===== src/rtl/hilo_pkg.sv =====
// Shared definitions for the HI/LO multiply/divide unit: op encodings,
// controller states and the default operand width.
package hilo_pkg;

    localparam int WIDTH_DEFAULT = 32;

    localparam logic [2:0] OP_MULT  = 3'd0;
    localparam logic [2:0] OP_MULTU = 3'd1;
    localparam logic [2:0] OP_DIV   = 3'd2;
    localparam logic [2:0] OP_DIVU  = 3'd3;
    localparam logic [2:0] OP_MTHI  = 3'd4;
    localparam logic [2:0] OP_MTLO  = 3'd5;

    typedef enum logic [1:0] {
        IDLE  = 2'd0,
        MUL   = 2'd1,
        DIV   = 2'd2,
        FIXUP = 2'd3
    } state_e;

endpackage


===== src/rtl/muldiv_iter_datapath.sv =====
// Iterative shift-add multiplier / restoring divider over operand magnitudes,
// with sign fix-up applied combinationally to the finished result.
module muldiv_iter_datapath
    import hilo_pkg::*;
#(
    parameter int WIDTH = WIDTH_DEFAULT
) (
    input  logic             clk,
    input  logic             rst,
    input  logic             load_i,
    input  logic             is_div_i,
    input  logic             is_signed_i,
    input  logic             step_i,
    input  logic [WIDTH-1:0] a_i,
    input  logic [WIDTH-1:0] b_i,
    output logic [WIDTH-1:0] hi_res_o,
    output logic [WIDTH-1:0] lo_res_o,
    output logic             dz_o
);

    logic             a_neg, b_neg;
    logic [WIDTH-1:0] a_mag, b_mag;

    // {upper, lower} holds {accumulator, multiplier} for MUL and
    // {partial remainder, dividend/quotient} for DIV.
    logic [2*WIDTH-1:0] prod_q, prod_d;
    logic [WIDTH-1:0]   opnd_q;
    logic               is_div_q, q_neg_q, r_neg_q, dz_q;

    logic [WIDTH:0]     add_sum, sub_diff;
    logic [2*WIDTH-1:0] prod_fix;
    logic [WIDTH-1:0]   quo, rem, quo_fix, rem_fix;

    assign a_neg = is_signed_i && a_i[WIDTH-1];
    assign b_neg = is_signed_i && b_i[WIDTH-1];
    assign a_mag = a_neg ? -a_i : a_i;
    assign b_mag = b_neg ? -b_i : b_i;

    assign add_sum  = {1'b0, prod_q[2*WIDTH-1:WIDTH]} + {1'b0, opnd_q};
    assign sub_diff = prod_q[2*WIDTH-1:WIDTH-1] - {1'b0, opnd_q};

    always_comb begin
        prod_d = prod_q;
        if (load_i) begin
            prod_d = {{WIDTH{1'b0}}, (is_div_i ? a_mag : b_mag)};
        end else if (step_i) begin
            if (is_div_q) begin
                // Bit WIDTH of the difference is the borrow: set means restore.
                if (!sub_diff[WIDTH]) begin
                    prod_d = {sub_diff[WIDTH-1:0], prod_q[WIDTH-2:0], 1'b1};
                end else begin
                    prod_d = {prod_q[2*WIDTH-2:0], 1'b0};
                end
            end else begin
                if (prod_q[0]) begin
                    prod_d = {add_sum, prod_q[WIDTH-1:1]};
                end else begin
                    prod_d = {1'b0, prod_q[2*WIDTH-1:1]};
                end
            end
        end
    end

    always_ff @(posedge clk or posedge rst) begin
        if (rst) begin
            prod_q   <= '0;
            opnd_q   <= '0;
            is_div_q <= 1'b0;
            q_neg_q  <= 1'b0;
            r_neg_q  <= 1'b0;
            dz_q     <= 1'b0;
        end else begin
            prod_q <= prod_d;
            if (load_i) begin
                opnd_q   <= is_div_i ? b_mag : a_mag;
                is_div_q <= is_div_i;
                q_neg_q  <= a_neg ^ b_neg;
                r_neg_q  <= a_neg;
                dz_q     <= is_div_i && (b_i == '0);
            end
        end
    end

    // With a zero divisor every step succeeds, so the remainder ends up as the
    // dividend magnitude and re-signing restores rs_value; only LO is forced.
    assign quo      = prod_q[WIDTH-1:0];
    assign rem      = prod_q[2*WIDTH-1:WIDTH];
    assign quo_fix  = dz_q ? '1 : (q_neg_q ? -quo : quo);
    assign rem_fix  = r_neg_q ? -rem : rem;
    assign prod_fix = q_neg_q ? -prod_q : prod_q;

    assign hi_res_o = is_div_q ? rem_fix : prod_fix[2*WIDTH-1:WIDTH];
    assign lo_res_o = is_div_q ? quo_fix : prod_fix[WIDTH-1:0];
    assign dz_o     = dz_q;

endmodule


===== src/rtl/hilo_muldiv_unit.sv =====
// HI/LO owner: sequences multi-cycle MULT/DIV through the iterative datapath
// and applies MTHI/MTLO writes; flush squashes an in-flight op.
//   state | meaning
//   IDLE  | ready; accepts mul/div/MTHI/MTLO
//   MUL   | WIDTH shift-add iterations
//   DIV   | WIDTH restoring-divide iterations
//   FIXUP | sign correction; HI/LO written on exit
module hilo_muldiv_unit
    import hilo_pkg::*;
#(
    parameter  int WIDTH = WIDTH_DEFAULT,
    localparam int CNT_W = $clog2(WIDTH) + 1
) (
    input  logic             clk,
    input  logic             reset,
    input  logic             start,
    input  logic [2:0]       op,
    input  logic [WIDTH-1:0] rs_value,
    input  logic [WIDTH-1:0] rt_value,
    input  logic             flush,
    output logic             busy,
    output logic             done,
    output logic             div_by_zero,
    output logic [WIDTH-1:0] hi,
    output logic [WIDTH-1:0] lo
);

    state_e           state_q, state_d;
    logic [CNT_W-1:0] cnt_q, cnt_d;
    logic [WIDTH-1:0] hi_q, hi_d, lo_q, lo_d;
    logic             done_q, done_d, dbz_q, dbz_d;

    logic             accept, is_muldiv_op, is_div_op, is_signed_op;
    logic [WIDTH-1:0] dp_hi, dp_lo;
    logic             dp_dz;

    assign accept       = (state_q == IDLE) && start && !flush;
    assign is_div_op    = (op == OP_DIV) || (op == OP_DIVU);
    assign is_muldiv_op = (op == OP_MULT) || (op == OP_MULTU) || is_div_op;
    assign is_signed_op = (op == OP_MULT) || (op == OP_DIV);

    muldiv_iter_datapath #(.WIDTH(WIDTH)) u_datapath (
        .clk        (clk),
        .rst        (reset),
        .load_i     (accept && is_muldiv_op),
        .is_div_i   (is_div_op),
        .is_signed_i(is_signed_op),
        .step_i     ((state_q == MUL) || (state_q == DIV)),
        .a_i        (rs_value),
        .b_i        (rt_value),
        .hi_res_o   (dp_hi),
        .lo_res_o   (dp_lo),
        .dz_o       (dp_dz)
    );

    always_comb begin
        state_d = state_q;
        cnt_d   = cnt_q;
        hi_d    = hi_q;
        lo_d    = lo_q;
        done_d  = 1'b0;
        dbz_d   = 1'b0;
        case (state_q)
            IDLE: begin
                if (accept) begin
                    case (op)
                        OP_MULT, OP_MULTU: begin
                            state_d = MUL;
                            cnt_d   = CNT_W'(WIDTH);
                        end
                        OP_DIV, OP_DIVU: begin
                            state_d = DIV;
                            cnt_d   = CNT_W'(WIDTH);
                        end
                        OP_MTHI: hi_d = rs_value;
                        OP_MTLO: lo_d = rs_value;
                        default: ;
                    endcase
                end
            end
            MUL, DIV: begin
                if (flush) begin
                    state_d = IDLE;
                    cnt_d   = '0;
                end else begin
                    cnt_d = cnt_q - CNT_W'(1);
                    if (cnt_q == CNT_W'(1)) begin
                        state_d = FIXUP;
                    end
                end
            end
            FIXUP: begin
                state_d = IDLE;
                if (!flush) begin
                    hi_d   = dp_hi;
                    lo_d   = dp_lo;
                    done_d = 1'b1;
                    dbz_d  = dp_dz;
                end
            end
            default: state_d = IDLE;
        endcase
    end

    always_ff @(posedge clk or posedge reset) begin
        if (reset) begin
            state_q <= IDLE;
            cnt_q   <= '0;
            hi_q    <= '0;
            lo_q    <= '0;
            done_q  <= 1'b0;
            dbz_q   <= 1'b0;
        end else begin
            state_q <= state_d;
            cnt_q   <= cnt_d;
            hi_q    <= hi_d;
            lo_q    <= lo_d;
            done_q  <= done_d;
            dbz_q   <= dbz_d;
        end
    end

    assign busy        = (state_q != IDLE);
    assign done        = done_q;
    assign div_by_zero = dbz_q;
    assign hi          = hi_q;
    assign lo          = lo_q;

endmodule


===== config.mk =====
export PLATFORM = sky130hd
export DESIGN_NAME = hilo_muldiv_unit
export DESIGN_NICKNAME = d
export VERILOG_FILES = /design/src/rtl/hilo_pkg.sv /design/src/rtl/muldiv_iter_datapath.sv /design/src/rtl/hilo_muldiv_unit.sv
export SDC_FILE = /design/constraint.sdc
export NUM_CORES = 1
export LEC_CHECK = 0
export ABC_AREA = 1
export BUFFER_PORTS_ARGS = -buffer_cell sky130_fd_sc_hd__buf_2
export CAP_MARGIN = 30
export CORE_MARGIN = 10
export CORE_UTILIZATION = 45
export CTS_BUF_LIST = sky130_fd_sc_hd__clkbuf_16
export DETAILED_ROUTE_END_ITERATION = 10
export PLACE_DENSITY = 0.64
export SLEW_MARGIN = 40
export SYNTH_ARGS = -nofsm -noshare
export SYNTH_HDL_FRONTEND = slang
export SYNTH_SLANG_ARGS = --single-unit

===== constraint.sdc =====
create_clock -name clk -period 6.2 [get_ports clk]
set_input_delay 0.62 -clock clk [delete_from_list [all_inputs] [get_ports clk]]
set_output_delay 0.62 -clock clk [all_outputs]
set_load 0.03 [all_outputs]

Word-level counts from Yosys, hierarchy flattened:

Cells that the tools add are included.

* flip-flop bits (word level): 174
* input bits: 71
* output and inout port bits: 67
* logic and storage cells: 100

* add/subtract/negate cells: 8
* equality and inequality tests: 16
* mux-type cells: 36
* bitwise logic cells: 1
* reduce and logical (&&, ||, !) cells: 27

Operators by type and width (count)
* $mux W32: 15
* $mux W64: 6
* $neg A32 Y32: 4
* $pmux W32 S2: 2
* $neg A64 Y64: 1
* $add A32 B32 Y33: 1
* $sub A33 B32 Y33: 1
* $logic_not A32 Y1: 1
* $mux W6: 3
* $pmux W6 S2: 1
* $reduce_and A4 Y1: 2
* $reduce_bool A2 Y1: 4
* $eq A3 B2 Y1 const B: 2
* $eq A3 B3 Y1 const B: 2
* $eq A6 B1 Y1 const B: 1
* $logic_and A1 B1 Y1: 6
* $mux W2: 3
* $ne A2 B2 Y1 const B: 3
* $pmux W2 S3: 1
* $reduce_and A3 Y1: 2
* $reduce_or A2 Y1: 3
* $sub A6 B1 Y6 const B: 1
* $logic_or A1 B1 Y1: 5
* $eq A2 B2 Y1 const B: 2
* 12 further kinds: 16

Logic depth before layout (Yosys ltp):

* depth in word-level cells: 6
* mapped depth: 19

Cells and area by module:

A second synthesis with hierarchy kept.

* cell total of the unflattened synthesis: 3282
* area, all modules: 19024.5 µm²

Modules (own cells, without submodules)
* muldiv_iter_datapath: instances 1, cells an instance 2842, area an instance 15494.9 µm², seq. area each 2502.4 µm²
* hilo_muldiv_unit: instances 1, cells an instance 440, area an instance 3529.6 µm², seq. area each 1851.8 µm²

Worst setup path before layout:

OpenSTA, ideal clock, no wires.

* path kind: register to register
* from: reg u_datapath.prod_q[0]
* to: reg lo_q[24], in the netlist lo[24]
* library setup time: 0.126 ns
* data arrival time: 2.245 ns
* data required time: 6.074 ns
* slack: 3.829 ns
* cell stages (with the launch flop): 14
* cell sequence: dfrtp_1 -> inv_1 -> clkbuf_1 -> clkbuf_1 -> ha_1 -> nand2_2 -> nor2_4 -> nand3_1 -> nor2_1 -> nand3_1 -> nand3_1 -> nand2_1 -> o21ai_0 -> a21oi_1

* word-level cells in the longest chain between the ends: 6

RTL lines
* from (decl): line muldiv_iter_datapath.sv:26 `logic [2*WIDTH-1:0] prod_q, prod_d;`
* from (signal assigned): line muldiv_iter_datapath.sv:73 `prod_q <= prod_d;`
* $neg A32 Y32: line muldiv_iter_datapath.sv:88 `assign quo_fix = dz_q ? '1 : (q_neg_q ? -quo : quo);`
* $mux W32 (2 in series): line muldiv_iter_datapath.sv:88
* $mux W32 (*): line muldiv_iter_datapath.sv:93 `assign lo_res_o = is_div_q ? quo_fix : prod_fix[WIDTH-1:0];`
* $mux W32 (*): line hilo_muldiv_unit.sv:94 `if (!flush) begin`
* $pmux W32 S2 (*): line hilo_muldiv_unit.sv:63 `case (state_q)`
* to (signal assigned): line hilo_muldiv_unit.sv:117 `lo_q <= lo_d;`
* to (decl): line hilo_muldiv_unit.sv:30 `logic [WIDTH-1:0] hi_q, hi_d, lo_q, lo_d;`

Every way passes the cells marked *; elsewhere a longest branch is shown, timed or not. The select of a mux whose other input is x is not followed.
A chain may end at the register's enable or synchronous reset.

Worst setup path in the final report:

* from: reg state_q[0]
* to: reg cnt_q[4]

* word-level cells in the longest chain between the ends: 5

RTL lines
* from (decl): line hilo_muldiv_unit.sv:28 `state_e state_q, state_d;`
* from (signal assigned): line hilo_muldiv_unit.sv:114 `state_q <= state_d;`
* $logic_not A2 Y1: line hilo_muldiv_unit.sv:37, hilo_muldiv_unit.sv:63
* $logic_and A1 B1 Y1 (2 in series): line hilo_muldiv_unit.sv:37 `assign accept = (state_q == IDLE) && start && !flush;`
* $ne A2 B2 Y1 (no source line)
* $reduce_and A3 Y1 (no source line)
* to (signal assigned): line hilo_muldiv_unit.sv:115 `cnt_q <= cnt_d;`
* to (decl): line hilo_muldiv_unit.sv:29 `logic [CNT_W-1:0] cnt_q, cnt_d;`

Parallel ways exist; a longest one is shown, timed or not.

==> flow_summary.rst <==
.. list-table::
   :header-rows: 1

   * - Metric
     - Value
   * - Outcome
     - complete, no violations
   * - Total power divided by cell area
     - about 680 nW/um^2
   * - Top_reg_cell synth
     - sky130_fd_sc_hd__dfrtp_1
   * - Longest individual stage delay on the worst path
     - 0.55 ns
   * - Classification of the worst-slack hold path
     - primary input to async pin
   * - Buffer cell driving the clock tree root
     - sky130_fd_sc_hd__clkbuf_16
   * - Number of routed nets with antenna violations
     - 0
   * - H-Tree Depth
     - 4
   * - Wirelength per Cell
     - 21.8 microns
   * - Pin count of the biggest net entering global routing
     - 88
   * - Yosys top cell area share
     - about 24%
   * - Post-Route WL
     - 81,100 microns
   * - FF-to-FF End
     - cnt_q[4]
   * - Cell with the most instances after synthesis
     - sky130_fd_sc_hd__nand2_1
   * - Number of synthesized flops with an enable pin
     - 0
   * - Clock-pin slew reported for the worst setup and hold paths after clock tree synthesis
     - approximately 0.08 ns
   * - Buffer count from post-CTS setup fixing
     - 0
   * - Area of the mapped netlist
     - between 15,000 and 20,000 sq um
   * - Syn Area/Cell
     - 5.80 sq um
   * - Final number of max-transition violations
     - 0
   * - Die Outline Area
     - between 40,000 and 50,000 sq um
   * - Fraction of the cycle the final worst path needs
     - a little under three fifths
   * - Critical path's slowest cell
     - sky130_fd_sc_hd__inv_2
   * - Cells along the critical path
     - inv_1 -> ha_1 -> nand3_2 -> nor2_4 -> buf_4 -> nor2_4 -> buf_4 -> inv_2 -> nand2_1 -> inv_2 -> nand2_1 -> or2_0 -> nor3_1 -> nor3_1
   * - Critical path class
     - flip-flop to flip-flop
   * - Num Clock Sinks
     - around 170
   * - Wire length of the first global-routing pass
     - about 120,000 microns
   * - Type of destination of the critical path
     - flip-flop
   * - Worst Setup Slack post-DPL
     - about 2.8 ns
   * - Via count of the routed design
     - around 21k
   * - Final number of hold-violating endpoints
     - 0
   * - Number of hold buffers added after CTS
     - 0
   * - Crit path arrival time
     - around 3.9 ns
   * - Count of cell types in the netlist
     - 50
   * - Final standard cell count with taps included and fillers excluded
     - roughly 3.7k
   * - Setup ws final
     - ~2.7 ns
   * - 1st-pass router iterations
     - 7
   * - Nets in the synthesized netlist
     - about 3.2k
   * - Setup crit start kind
     - flip-flop
   * - Global-route usage over all layers
     - roughly a third
   * - Synth warnings
     - 0
   * - Post-Route Utilization
     - 49.7%
   * - Count of buffering cells on the critical path with inverters included
     - 5
   * - FF-to-FF path depth
     - 14
   * - Post-synth ARST share
     - between 90% and 100%
   * - Area grow syn2layout
     - 9.55%
   * - # fillers
     - approximately 4.3k
   * - Count of buffers inserted at the top-level ports
     - ~140
   * - Setup TNS
     - 0 ns
   * - Routability-driven placement congestion ratio
     - between 1 and 1.5
   * - Maximum clock rate
     - about 0.29 GHz
   * - Sum of net half-perimeters after detailed placement
     - 65,800 microns
   * - Setup slack of the worst register-to-register path
     - ~2.7 ns
   * - Initial antenna violation count
     - 1
   * - Transition time at the pin with the least slew margin
     - about 0.84 ns
   * - Sequential area share after synthesis
     - between 20% and 30%
   * - Worst ir drop on vdd
     - ~0.35 mV
   * - Net count of the finished layout
     - roughly 3.3k
   * - Number of buffers inserted during clock tree synthesis
     - 17
   * - Overall Power
     - around 13 mW
   * - Die Ht
     - around 220 microns
   * - Core Area
     - between 30,000 and 40,000 sq um
   * - Number of storage elements in the synthesis netlist
     - between 150 and 200
   * - Max-Slew Margin vs Limit
     - between 40% and 50%
   * - # placed instances
     - between 3k and 4k
   * - Worst r2r src
     - state_q[0]
   * - Top-level I/O count
     - 138
   * - CTS tree
     - built
   * - Number of placement rows
     - 73
   * - Latest clock arrival within the worst-skew pair
     - approximately 0.51 ns
   * - Cell accounting for the most synthesized area
     - sky130_fd_sc_hd__dfrtp_1
   * - CP Data Required Time
     - 6.58 ns
   * - Horizontal die dimension
     - roughly 220 microns
   * - Count of final setup violators
     - 0
   * - Via count of the first global-routing pass
     - roughly 20k
   * - Remaining design rule violation count
     - 0
   * - Leakage dissipation
     - 10.1 nW
   * - Minimum clock period after layout
     - 3.48 ns
   * - Initial Utilization
     - approximately 45%
   * - Max cap viols
     - 0
   * - Number of cells produced by synthesis
     - roughly 3.1k
   * - Worst clock skew
     - between 0.015 and 0.02 ns
   * - Total gr overflow
     - 0
   * - Max Root-Sink Buffers
     - 2
   * - Leading post-synthesis cells by cell area
     - sky130_fd_sc_hd__dfrtp_1 24%, sky130_fd_sc_hd__nand2_1 21%, sky130_fd_sc_hd__inv_1 8.9%, sky130_fd_sc_hd__nor2_1 8.7%, sky130_fd_sc_hd__nand3_1 6.4%
   * - Synth cell count leaders
     - 1,025 x sky130_fd_sc_hd__nand2_1, 426 x sky130_fd_sc_hd__inv_1, 418 x sky130_fd_sc_hd__nor2_1
   * - Fraction of final layout cells with drive strength greater than 1
     - 7.79%
   * - Post-cts gate resize count
     - 0
   * - Critical Path Fanout Max
     - 65
   * - Initial drt markers
     - between 2k and 3k
   * - Category of cells accounting for the largest share of critical-path delay
     - buffers and inverters
   * - Detailed-route vias per instance
     - roughly 5.6
   * - Unrepaired setup endpoints after global routing
     - no
==> worst register-to-register path: stages, from the launching register on <==
cell	delay, ns
sky130_fd_sc_hd__dfrtp_1	0.39
sky130_fd_sc_hd__inv_1	0.11
sky130_fd_sc_hd__ha_1	0.27
sky130_fd_sc_hd__nand3_2	0.17
sky130_fd_sc_hd__nor2_4	0.11
sky130_fd_sc_hd__buf_4	0.44
sky130_fd_sc_hd__nor2_4	0.04
sky130_fd_sc_hd__buf_4	0.35
sky130_fd_sc_hd__inv_2	0.58
sky130_fd_sc_hd__nand2_1	0.24
sky130_fd_sc_hd__inv_2	0.16
sky130_fd_sc_hd__nand2_1	0.08
sky130_fd_sc_hd__or2_0	0.23
sky130_fd_sc_hd__nor3_1	0.14
sky130_fd_sc_hd__nor3_1	0.06
==> flip-flops by register name, summed over array words and instances (netlist names) <==
register             count
u_datapath.is_div_q      1
u_datapath.opnd_q       32
done                     1
u_datapath.prod_q       64
lo                      32
cnt_q                    6
u_datapath.q_neg_q       1
u_datapath.r_neg_q       1
div_by_zero              1
u_datapath.dz_o          1
state_q                  2
hi                      32
==> layer usage <==
metal	track usage [%]	vias to the layer above	wire length (microns)
li1	-	10100	-
met1	43.6	9678	34400
met2	49.0	1034	34400
met3	9.93	178	8560
met4	15.0	2	3720
met5	0	-	10
==> through the flow <==
stage	area [sq um]	hold WS, ns
finish	19700	0.190
floorplan	18000	0.485
global route	19700	0.252
detailed placement	19100	0.471
global placement	19100	0.467
CTS	19700	0.211
==> cell type report <==
| class | instances | area, sq um | share of cell area (%) |
|---|---|---|---|
| multi-input combinational | 2398 | 11600 | 58.9 |
| sequential | 174 | 4360 | 22.1 |
| inverter | 434 | 1640 | 8.30 |
| timing repair buffer | 160 | 866 | 4.39 |
| tap | 525 | 657 | 3.33 |
| clock buffer | 17 | 425 | 2.16 |
| clock inverter | 15 | 151 | 0.768 |
| antenna | 1 | 2.50 | 0.0127 |
==> worst max-delay path by stage <==
stage	to	startpoint	cells after the start	slack, ns
floorplan	cnt_q[0]	reset	1	0.86
global placement	cnt_q[4]	flush	14	2.84
detailed placement	cnt_q[4]	flush	14	2.80
CTS	cnt_q[4]	state_q[0]	14	2.83
global route	cnt_q[4]	state_q[0]	14	2.46
finish	cnt_q[4]	state_q[0]	14	2.72
==> cells by family after synthesis <==
group                      count (synthesis)  synth area share (%)
and+or+nand+nor                         1796                  41.0
buffers and inverters                    529                  11.4
AOI/OAI and AO/OA                        448                  14.2
DFF                                      174                  24.2
xor gates and xnor gates                  79                  3.85
adders and majority gates                 75                  5.30
==> power breakdown <==
group / switching [mW] / leakage [nW] / total (mW) / internal [mW]
registers: 1.09 / 2.04 / 2.80 / 1.72
logic: 6.59 / 7.77 / 9.55 / 2.96
clock network: 0.568 / 0.290 / 1.13 / 0.567
total: 8.24 / 10.1 / 13.5 / 5.25
==> layout by cell type, fill, tap and decap left out, types with 5 or more instances in the layout <==
cell / instances
sky130_fd_sc_hd__a22oi_1: 8
sky130_fd_sc_hd__xor2_1: 61
sky130_fd_sc_hd__nand2_1: 1025
sky130_fd_sc_hd__o21ai_0: 108
sky130_fd_sc_hd__or2_2: 6
sky130_fd_sc_hd__o211ai_1: 34
sky130_fd_sc_hd__inv_6: 5
sky130_fd_sc_hd__nor2_4: 9
sky130_fd_sc_hd__nor3_1: 33
sky130_fd_sc_hd__buf_2: 137
sky130_fd_sc_hd__nand4_1: 20
sky130_fd_sc_hd__o31ai_1: 9
sky130_fd_sc_hd__inv_1: 423
sky130_fd_sc_hd__o21ai_1: 22
sky130_fd_sc_hd__clkbuf_16: 17
sky130_fd_sc_hd__ha_1: 72
sky130_fd_sc_hd__buf_4: 21
sky130_fd_sc_hd__nand2_2: 9
sky130_fd_sc_hd__inv_2: 8
sky130_fd_sc_hd__o22ai_1: 9
sky130_fd_sc_hd__nor2_1: 414
sky130_fd_sc_hd__a221oi_1: 22
sky130_fd_sc_hd__o21bai_1: 5
sky130_fd_sc_hd__dfrtp_1: 173
sky130_fd_sc_hd__nand3_1: 231
sky130_fd_sc_hd__a31oi_1: 11
sky130_fd_sc_hd__nand3b_1: 19
sky130_fd_sc_hd__nor2_2: 13
sky130_fd_sc_hd__a21oi_1: 201
sky130_fd_sc_hd__xnor2_1: 18
sky130_fd_sc_hd__o221ai_1: 8
No activity file was read; power rests on OpenSTA's default activity.
